$ cat src/rtl/mem_arbiter.sv
// Two-master memory arbiter: zero-wait round-robin grant with a bounded lock,
// plus an owner-tag pipeline that returns read-valid to the master that issued the read.
module mem_arbiter #(
  parameter int READ_LATENCY = 1,
  parameter int MAX_LOCK     = 8
) (
  input  logic        clk,
  input  logic        rst,
  input  logic        m0_req,
  input  logic        m0_we,
  input  logic        m0_lock,
  input  logic [2:0]  m0_funct3,
  input  logic [31:0] m0_addr,
  input  logic [31:0] m0_wdata,
  input  logic        m1_req,
  input  logic        m1_we,
  input  logic        m1_lock,
  input  logic [2:0]  m1_funct3,
  input  logic [31:0] m1_addr,
  input  logic [31:0] m1_wdata,
  output logic        m0_gnt,
  output logic        m0_rvalid,
  output logic [31:0] m0_rdata,
  output logic        m1_gnt,
  output logic        m1_rvalid,
  output logic [31:0] m1_rdata,
  output logic        mem_wen,
  output logic [2:0]  mem_funct3,
  output logic [31:0] mem_ra,
  output logic [31:0] mem_wa,
  output logic [31:0] mem_wd,
  input  logic [31:0] mem_rd
);

  localparam logic [7:0] LP_MAX_LOCK = 8'(MAX_LOCK);

  typedef enum logic {LK_FREE, LK_HELD} lock_state_e;

  lock_state_e r_lk_state, w_lk_state_nxt;
  logic        r_lk_owner, w_lk_owner_nxt;
  logic [7:0]  r_lk_cnt, w_lk_cnt_nxt;
  logic        r_last, w_last_nxt;

  // Bit i of the tag pipeline is a read accepted i+1 cycles ago; the MSB fires rvalid.
  logic [READ_LATENCY-1:0] r_tag_vld, r_tag_own;
  logic [READ_LATENCY:0]   w_vld_chain, w_own_chain;

  logic w_owner_req, w_lock_hold;
  logic w_gnt0, w_gnt1, w_any_gnt, w_sel, w_sel_we, w_sel_lock, w_rd_acc;

  always_comb begin
    // NOTE: every signal driven here gets a default first, so no path can infer a latch.
    w_gnt0      = 1'b0;
    w_gnt1      = 1'b0;
    w_owner_req = r_lk_owner ? m1_req : m0_req;
    w_lock_hold = (r_lk_state == LK_HELD) && w_owner_req && (r_lk_cnt < LP_MAX_LOCK);
    if (!rst) begin
      if (w_lock_hold) begin
        w_gnt0 = ~r_lk_owner;
        w_gnt1 = r_lk_owner;
      end else if (m0_req && m1_req) begin
        w_gnt0 = r_last;
        w_gnt1 = ~r_last;
      end else begin
        w_gnt0 = m0_req;
        w_gnt1 = m1_req;
      end
    end
  end

  assign w_any_gnt  = w_gnt0 | w_gnt1;
  assign w_sel      = w_gnt1;
  assign w_sel_we   = w_gnt1 ? m1_we   : m0_we;
  assign w_sel_lock = w_gnt1 ? m1_lock : m0_lock;
  assign w_rd_acc   = w_any_gnt & ~w_sel_we;

  always_comb begin
    w_lk_state_nxt = r_lk_state;
    w_lk_owner_nxt = r_lk_owner;
    w_lk_cnt_nxt   = r_lk_cnt;
    w_last_nxt     = r_last;
    if (w_any_gnt) begin
      w_last_nxt = w_sel;
      if (w_sel_lock) begin
        // A grant won by arbitration (not by holding) starts a fresh locked run.
        w_lk_state_nxt = LK_HELD;
        w_lk_owner_nxt = w_sel;
        w_lk_cnt_nxt   = w_lock_hold ? r_lk_cnt + 8'd1 : 8'd1;
      end else begin
        w_lk_state_nxt = LK_FREE;
        w_lk_cnt_nxt   = 8'd0;
      end
    end else begin
      w_lk_state_nxt = LK_FREE;
      w_lk_cnt_nxt   = 8'd0;
    end
  end

  assign w_vld_chain = {r_tag_vld, w_rd_acc};
  assign w_own_chain = {r_tag_own, w_sel};

  // NOTE: non-blocking assignments so every register samples the pre-edge values.
  always_ff @(posedge clk) begin
    if (rst) begin
      r_lk_state <= LK_FREE;
      r_lk_owner <= 1'b0;
      r_lk_cnt   <= 8'd0;
      r_last     <= 1'b1;
      // NOTE: the tag pipeline is reset deliberately; a stale valid bit would fire rvalid after reset.
      r_tag_vld  <= '0;
      r_tag_own  <= '0;
    end else begin
      r_lk_state <= w_lk_state_nxt;
      r_lk_owner <= w_lk_owner_nxt;
      r_lk_cnt   <= w_lk_cnt_nxt;
      r_last     <= w_last_nxt;
      r_tag_vld  <= w_vld_chain[READ_LATENCY-1:0];
      r_tag_own  <= w_own_chain[READ_LATENCY-1:0];
    end
  end

  assign m0_gnt    = w_gnt0;
  assign m1_gnt    = w_gnt1;
  assign m0_rvalid = !rst && r_tag_vld[READ_LATENCY-1] && !r_tag_own[READ_LATENCY-1];
  assign m1_rvalid = !rst && r_tag_vld[READ_LATENCY-1] &&  r_tag_own[READ_LATENCY-1];
  assign m0_rdata  = mem_rd;
  assign m1_rdata  = mem_rd;

  assign mem_wen    = w_any_gnt & w_sel_we;
  assign mem_funct3 = w_gnt1 ? m1_funct3 : (w_gnt0 ? m0_funct3 : 3'd0);
  assign mem_ra     = w_gnt1 ? m1_addr   : (w_gnt0 ? m0_addr   : 32'd0);
  assign mem_wa     = mem_ra;
  assign mem_wd     = w_gnt1 ? m1_wdata  : (w_gnt0 ? m0_wdata  : 32'd0);

endmodule

$ cat config.mk
export PLATFORM = sky130hd
export DESIGN_NAME = mem_arbiter
export DESIGN_NICKNAME = d
export VERILOG_FILES = /design/src/rtl/mem_arbiter.sv
export SDC_FILE = /design/constraint.sdc
export NUM_CORES = 1
export LEC_CHECK = 0
export BUFFER_PORTS_ARGS = -buffer_cell sky130_fd_sc_hd__clkbuf_2
export CAP_MARGIN = 30
export CORE_AREA = 3 3 131 133
export CTS_CLUSTER_SIZE = 30
export DETAILED_ROUTE_END_ITERATION = 10
export DIE_AREA = 0 0 134 136
export PLACE_DENSITY = 0.45
export SYNTH_ARGS = -nofsm -noshare
export SYNTH_HDL_FRONTEND = slang
export SYNTH_SLANG_ARGS = --single-unit
export TNS_END_PERCENT = 50
$ cat constraint.sdc
create_clock -name clk -period 3.4 [get_ports clk]
set_clock_uncertainty 0.2 [all_clocks]
set_input_delay 0.68 -clock clk [delete_from_list [all_inputs] [get_ports clk]]
set_output_delay 0.68 -clock clk [all_outputs]
set_load 0.01 [all_outputs]
==> results of run 1 <==
-- placed cells by master, fill, tap and decap left out, types with 2 or more instances in the layout --
cell / instances
a21oi_1: 7
clkbuf_16: 4
a22o_4: 2
buf_16: 2
nand2_1: 2
nor2b_1: 2
dfxtp_1: 13
o21ai_0: 4
conb_1: 4
nand2b_1: 2
a22o_1: 65
clkbuf_2: 244
nand3_1: 4
o211ai_1: 2
mux2i_1: 2
buf_4: 5
nor2_1: 4
-- registers in the layout (all words and copies together) (netlist names) --
signal and cells:
r_lk_state 1, r_lk_cnt 8, r_last 1, r_tag_vld 1, r_tag_own 1, r_lk_owner 1
-- final timing paths --
path	start	to
setup / recovery	r_lk_cnt[7]	mem_wd[21]
hold / removal	r_lk_cnt[0]	r_lk_cnt[0]
setup reg to reg	r_lk_cnt[7]	r_lk_cnt[0]
hold reg to reg	r_lk_cnt[0]	r_lk_cnt[0]
-- stage by stage --
step	worst slack (ns)	cells	hold WS (ns)
after floorplan	0.404	242	0.249
after global placement	0.153	600	0.277
after detailed placement	0.155	600	0.279
after CTS	-0.0264	606	0.283
after global routing	-0.00905	607	0.308
final	0.0700	607	0.279
-- synthesized netlist by cell type, types with 4 or more instances --
| cell type | number | area share |
|---|---|---|
| a22o_1 | 67 | 0.30 |
| dfxtp_1 | 13 | 0.13 |
| nor2_1 | 5 | 0.0096 |
| o21ai_0 | 4 | 0.010 |
| nand3_1 | 4 | 0.010 |
| clkbuf_1 | 5 | 0.0096 |
| a21oi_1 | 7 | 0.018 |
| buf_4 | 97 | 0.37 |
| buf_2 | 5 | 0.013 |
-- where the power goes --
part	switching, uW	total [uW]	internal [uW]
combinational	186	364	179
sequential	5.13	165	160
clock	64.4	222	158
total	255	752	497
-- layout make-up --
type / count / area [um^2] / share of cell area
flip-flops and latches: 13 / 260 / 0.0885
clock buffers: 4 / 78.8 / 0.0268
well taps: 216 / 270 / 0.0919
inverters: 1 / 3.75 / 0.00128
multi-input cells: 118 / 952 / 0.324
repair buffers: 255 / 1380 / 0.468
-- timing repair --
item / CTS / global route
hold buffers: 0 / 0
resized for setup: 3 / 5
pin swaps: 1 / 0
gates cloned: 1 / 1
setup endpoints to repair: 97 / 78
buffers inserted: 1 / 0
-- layer usage --
metal  up-vias  global-route usage  share of wire
met5         -                   0              0
met4         0              0.0217         0.0073
met3        11              0.0348           0.10
met2       136               0.150           0.49
met1      1052               0.112           0.40
li1       1087                   -              -
-- cell families (layout without fill, tap and decap cells) --
family	count (synthesis)	in the layout	share of synthesized area
buffers and inverters	111	260	0.410
AOI/OAI and AO/OA	85	85	0.360
muxes	2	2	0.0102
and+or+nand+nor	24	24	0.0697
xor gates and xnor gates	2	2	0.00895
other	1	4	0.00192
DFF	13	13	0.133
adders and majority gates	1	1	0.00639
==> results.cfg, run 1 <==
[clock_tree]
clk_path_buf_depth = 2
htreeDepth = 1
cts.clk_slew.worst_paths_ns = 0.05
cts_sinks = 13
cts_buffers = 3
clock_latency_ns = 0.24
tritoncts = built
cts_root_buffer = clkbuf_16

[timing]
hold_viol_final = 0
fmaxAchievable_mhz = 300
drv_slew = 0
period_share = 0.979
tns_ns = 0
maxSlewHeadroom = 0.632
setup_viol = 0
finalCriticalPeriod_ns = 3.33
tightest_slew_ns = 0.550

[worst_setup_path]
crit_arrival_ns = 2.45
path_max_fanout = 17
crit_path_top_delay_cell = or4_4
crit_chain = or4_4 > or3_4 > a311oi_4 > buf_6 > clkbuf_16 > a22o_1 > clkbuf_2
crit_family = simple AND/OR/NAND/NOR gates
critPathMaxStageDelay_ns = 0.54
crit_required_ns = 2.52
reg2reg_slack_ns = 1.44
crit_cells = 7
endpoint_kind = output port
crit_type = flop to output port
path_buf_inv = 3
start_kind = flop
r2r_cells = 6

[floorplanning]
initial_core_util = 0.123
dieWidth_um = 134
coreArea_mm2 = 0.0159
rows = 46
die_y_um = 136
io-pin-count = 342
fp.dieArea_mm2 = 0.0182

[yosys]
avgSynthCellArea_um2 = 8.19
async_flop_share = 0
ys_seq_area_frac = 0.133
syn_inst = 239
netlist_area_mm2 = 0.00196
synth_cell_types = 35
synth_flop_cell = dfxtp_1
synth_warnings = 0
synth-edff-count = 0
ys_ff_latch = 13

[routing]
via_count = 2286
viasPerCell = 3.77
drt_iter0_drc = 130
drt.antenna.violating_nets = 0
dr.pass1.iters = 4
drcViolationCount = 0
routed_wirelength_mm = 9.90
wl_per_cell_um = 16.3

[final_layout]
fin_area_mm2 = 0.00294
fin_nets = 567
antenna_cells = 0
drive_gt1_frac = 0.680
fin_util = 0.184
fillers = 1815
syn_to_final_growth_pct = 50.2

[worst_hold_path]
holdPathStages = 1
hp-class = flop to flop

[place]
place_congestion = 0.692
io_buffers = 245
dp_hpwl_mm = 7.96
place_area_mm2 = 0.00276

[pwr]
p_per_area_mw_per_mm2 = 256
vdd_drop_max_v = 0.000117
finalPower_uw = 752
leakagePower_uw = 0.00166

[global_route]
grt_antenna_before_repair = 0
grt_pass1_vias = 2084
grt_pass1_wl_mm = 12.8
overflow = 0
grt_max_degree = 49
track_usage = 0.0910

[status]
status = finished clean

[job]
maxCapViolations = 0
(Power assumes the default switching activity.)
==> inputs of run 2 (changes only) <==
BUFFER_PORTS_ARGS = -buffer_cell sky130_fd_sc_hd__buf_4   (was -buffer_cell sky130_fd_sc_hd__clkbuf_2)
==> results.cfg, run 2 (synthesis results as in run 1) <==
[status]
status = finished clean

[clock_tree]
clock_latency_ns = 0.24
htreeDepth = 1
clk_path_buf_depth = 2
cts_buffers = 3
cts_root_buffer = clkbuf_16
cts.clk_slew.worst_paths_ns = 0.04
tritoncts = built
cts_sinks = 13
hold_buffers = 0

[global_route]
overflow = 0
track_usage = 0.102
grt_max_degree = 51
grt_antenna_before_repair = 0
grt_pass1_vias = 2377
grt_pass1_wl_mm = 14.6

[timing]
hold_ws_ns = 0.306
finalCriticalPeriod_ns = 3.39
setup_viol = 0
grt_setup_unrepaired = yes
maxSlewHeadroom = 0.599
hold_viol_final = 0
fin_ws_ns = 0.00748
tightest_slew_ns = 0.595
drv_slew = 0
fmaxAchievable_mhz = 295
period_share = 0.998

[final_layout]
final_cell_mix = 250 x buf_4, 67 x a22o_1, 13 x dfxtp_1, 7 x a21oi_1
antenna_cells = 0
fin_nets = 567
final_common_cell = buf_4
drive_gt1_frac = 0.675
fin_util = 0.222
fin_area_mm2 = 0.00354
syn_to_final_growth_pct = 80.8
top_register = r_lk_cnt
fillers = 1779
largest_reg_flops = 8
fin_cells = 607

[worst_hold_path]
holdPathEnd = r_lk_cnt[0]
hp-class = flop to flop
holdPathStages = 1
hp-start = r_lk_cnt[0]

[worst_setup_path]
critPathMaxStageDelay_ns = 0.53
start_kind = flop
endpoint_kind = output port
r2r_cells = 6
crit_chain = or4_4 > or3_4 > a311oi_4 > buf_6 > bufbuf_16 > a22o_1 > buf_4
crit_arrival_ns = 2.51
timing.rr.end = r_lk_cnt[0]
crit_type = flop to output port
reg2reg_slack_ns = 1.46
path_max_fanout = 15
crit_path_top_delay_cell = or4_4
r2r_start = r_lk_cnt[7]
crit_required_ns = 2.52

[place]
pre_cts_slack_ns = 0.153
io_buffers = 245
dp_hpwl_mm = 8.85
place_congestion = 0.775
place_area_mm2 = 0.00337
placed_cells = 599

[routing]
viasPerCell = 3.89
drcViolationCount = 0
dr.pass1.iters = 4
drt_iter0_drc = 91
via_count = 2364
drt.antenna.violating_nets = 0
wl_per_cell_um = 17.8
routed_wirelength_mm = 10.8

[floorplanning]
io-pin-count = 342
initial_core_util = 0.123
fp.dieArea_mm2 = 0.0182
coreArea_mm2 = 0.0159
die_y_um = 136
rows = 46
dieWidth_um = 134

[pwr]
leakagePower_uw = 0.00183
vdd_drop_max_v = 0.000130
p_per_area_mw_per_mm2 = 238

[job]
maxCapViolations = 0
[run 2: cell types whose count changed in the layout (fill, tap and decap cells not counted), moves of 2 or more]
cell | previous run | this run
bufbuf_16 | 0 | 2
buf_4 | 5 | 250
a22o_4 | 2 | 0
a22o_1 | 65 | 67
buf_16 | 2 | 0
clkbuf_2 | 244 | 0
[run 2: final cells by class]
cell class              count  area, um^2  area share
clock buffers               4        78.8      0.0223
repair buffers            255        1990       0.563
multi-input cells         118         935       0.264
flip-flops and latches     13         260      0.0735
inverters                   1        3.75     0.00106
well taps                 216         270      0.0763
[run 2: layer usage]
metal | wire (um) | global-route usage
met1 | 4160 | 0.124
met2 | 5540 | 0.181
met3 | 1000 | 0.0315
met4 | 81 | 0.0160
met5 | 0 | 0
[run 2: metrics by stage]
step,TNS [ns],power (uW)
floorplan,0,427
global placement,0,608
detailed placement,0,608
CTS,0,851
global route,-1.70,884
finish,0,841
[run 2: how the worst max path moves through the flow]
stage,start,to,depth (start not counted)
final,r_lk_cnt[7],mem_wd[21],7
after global routing,r_lk_cnt[7],mem_wd[6],7
after CTS,r_lk_cnt[7],mem_wd[21],7
after detailed placement,r_lk_cnt[7],mem_wa[7],6
after global placement,r_lk_cnt[7],mem_wa[21],6
after floorplan,r_lk_cnt[7],mem_wa[10],6
[run 2: report_power, final]
group	internal (uW)	switching (uW)	total [uW]
combinational	268	187	455
sequential	160	5.27	166
clock	158	62.7	221
total	586	255	841
[run 2: critical path, delay by kind of cell, from the launching register on]
kind	cells	cell delay, ns
buffers and inverters	3	0.59
DFF	1	0.30
and+or+nand+nor	2	0.92
AOI/OAI and AO/OA	2	0.44
[run 2: repair_timing]
item                       CTS  global route
setup buffers                2             0
gates resized for setup      3             0
setup endpoints to repair   60            54
pin swaps                    2             2
gates cloned                 2             0
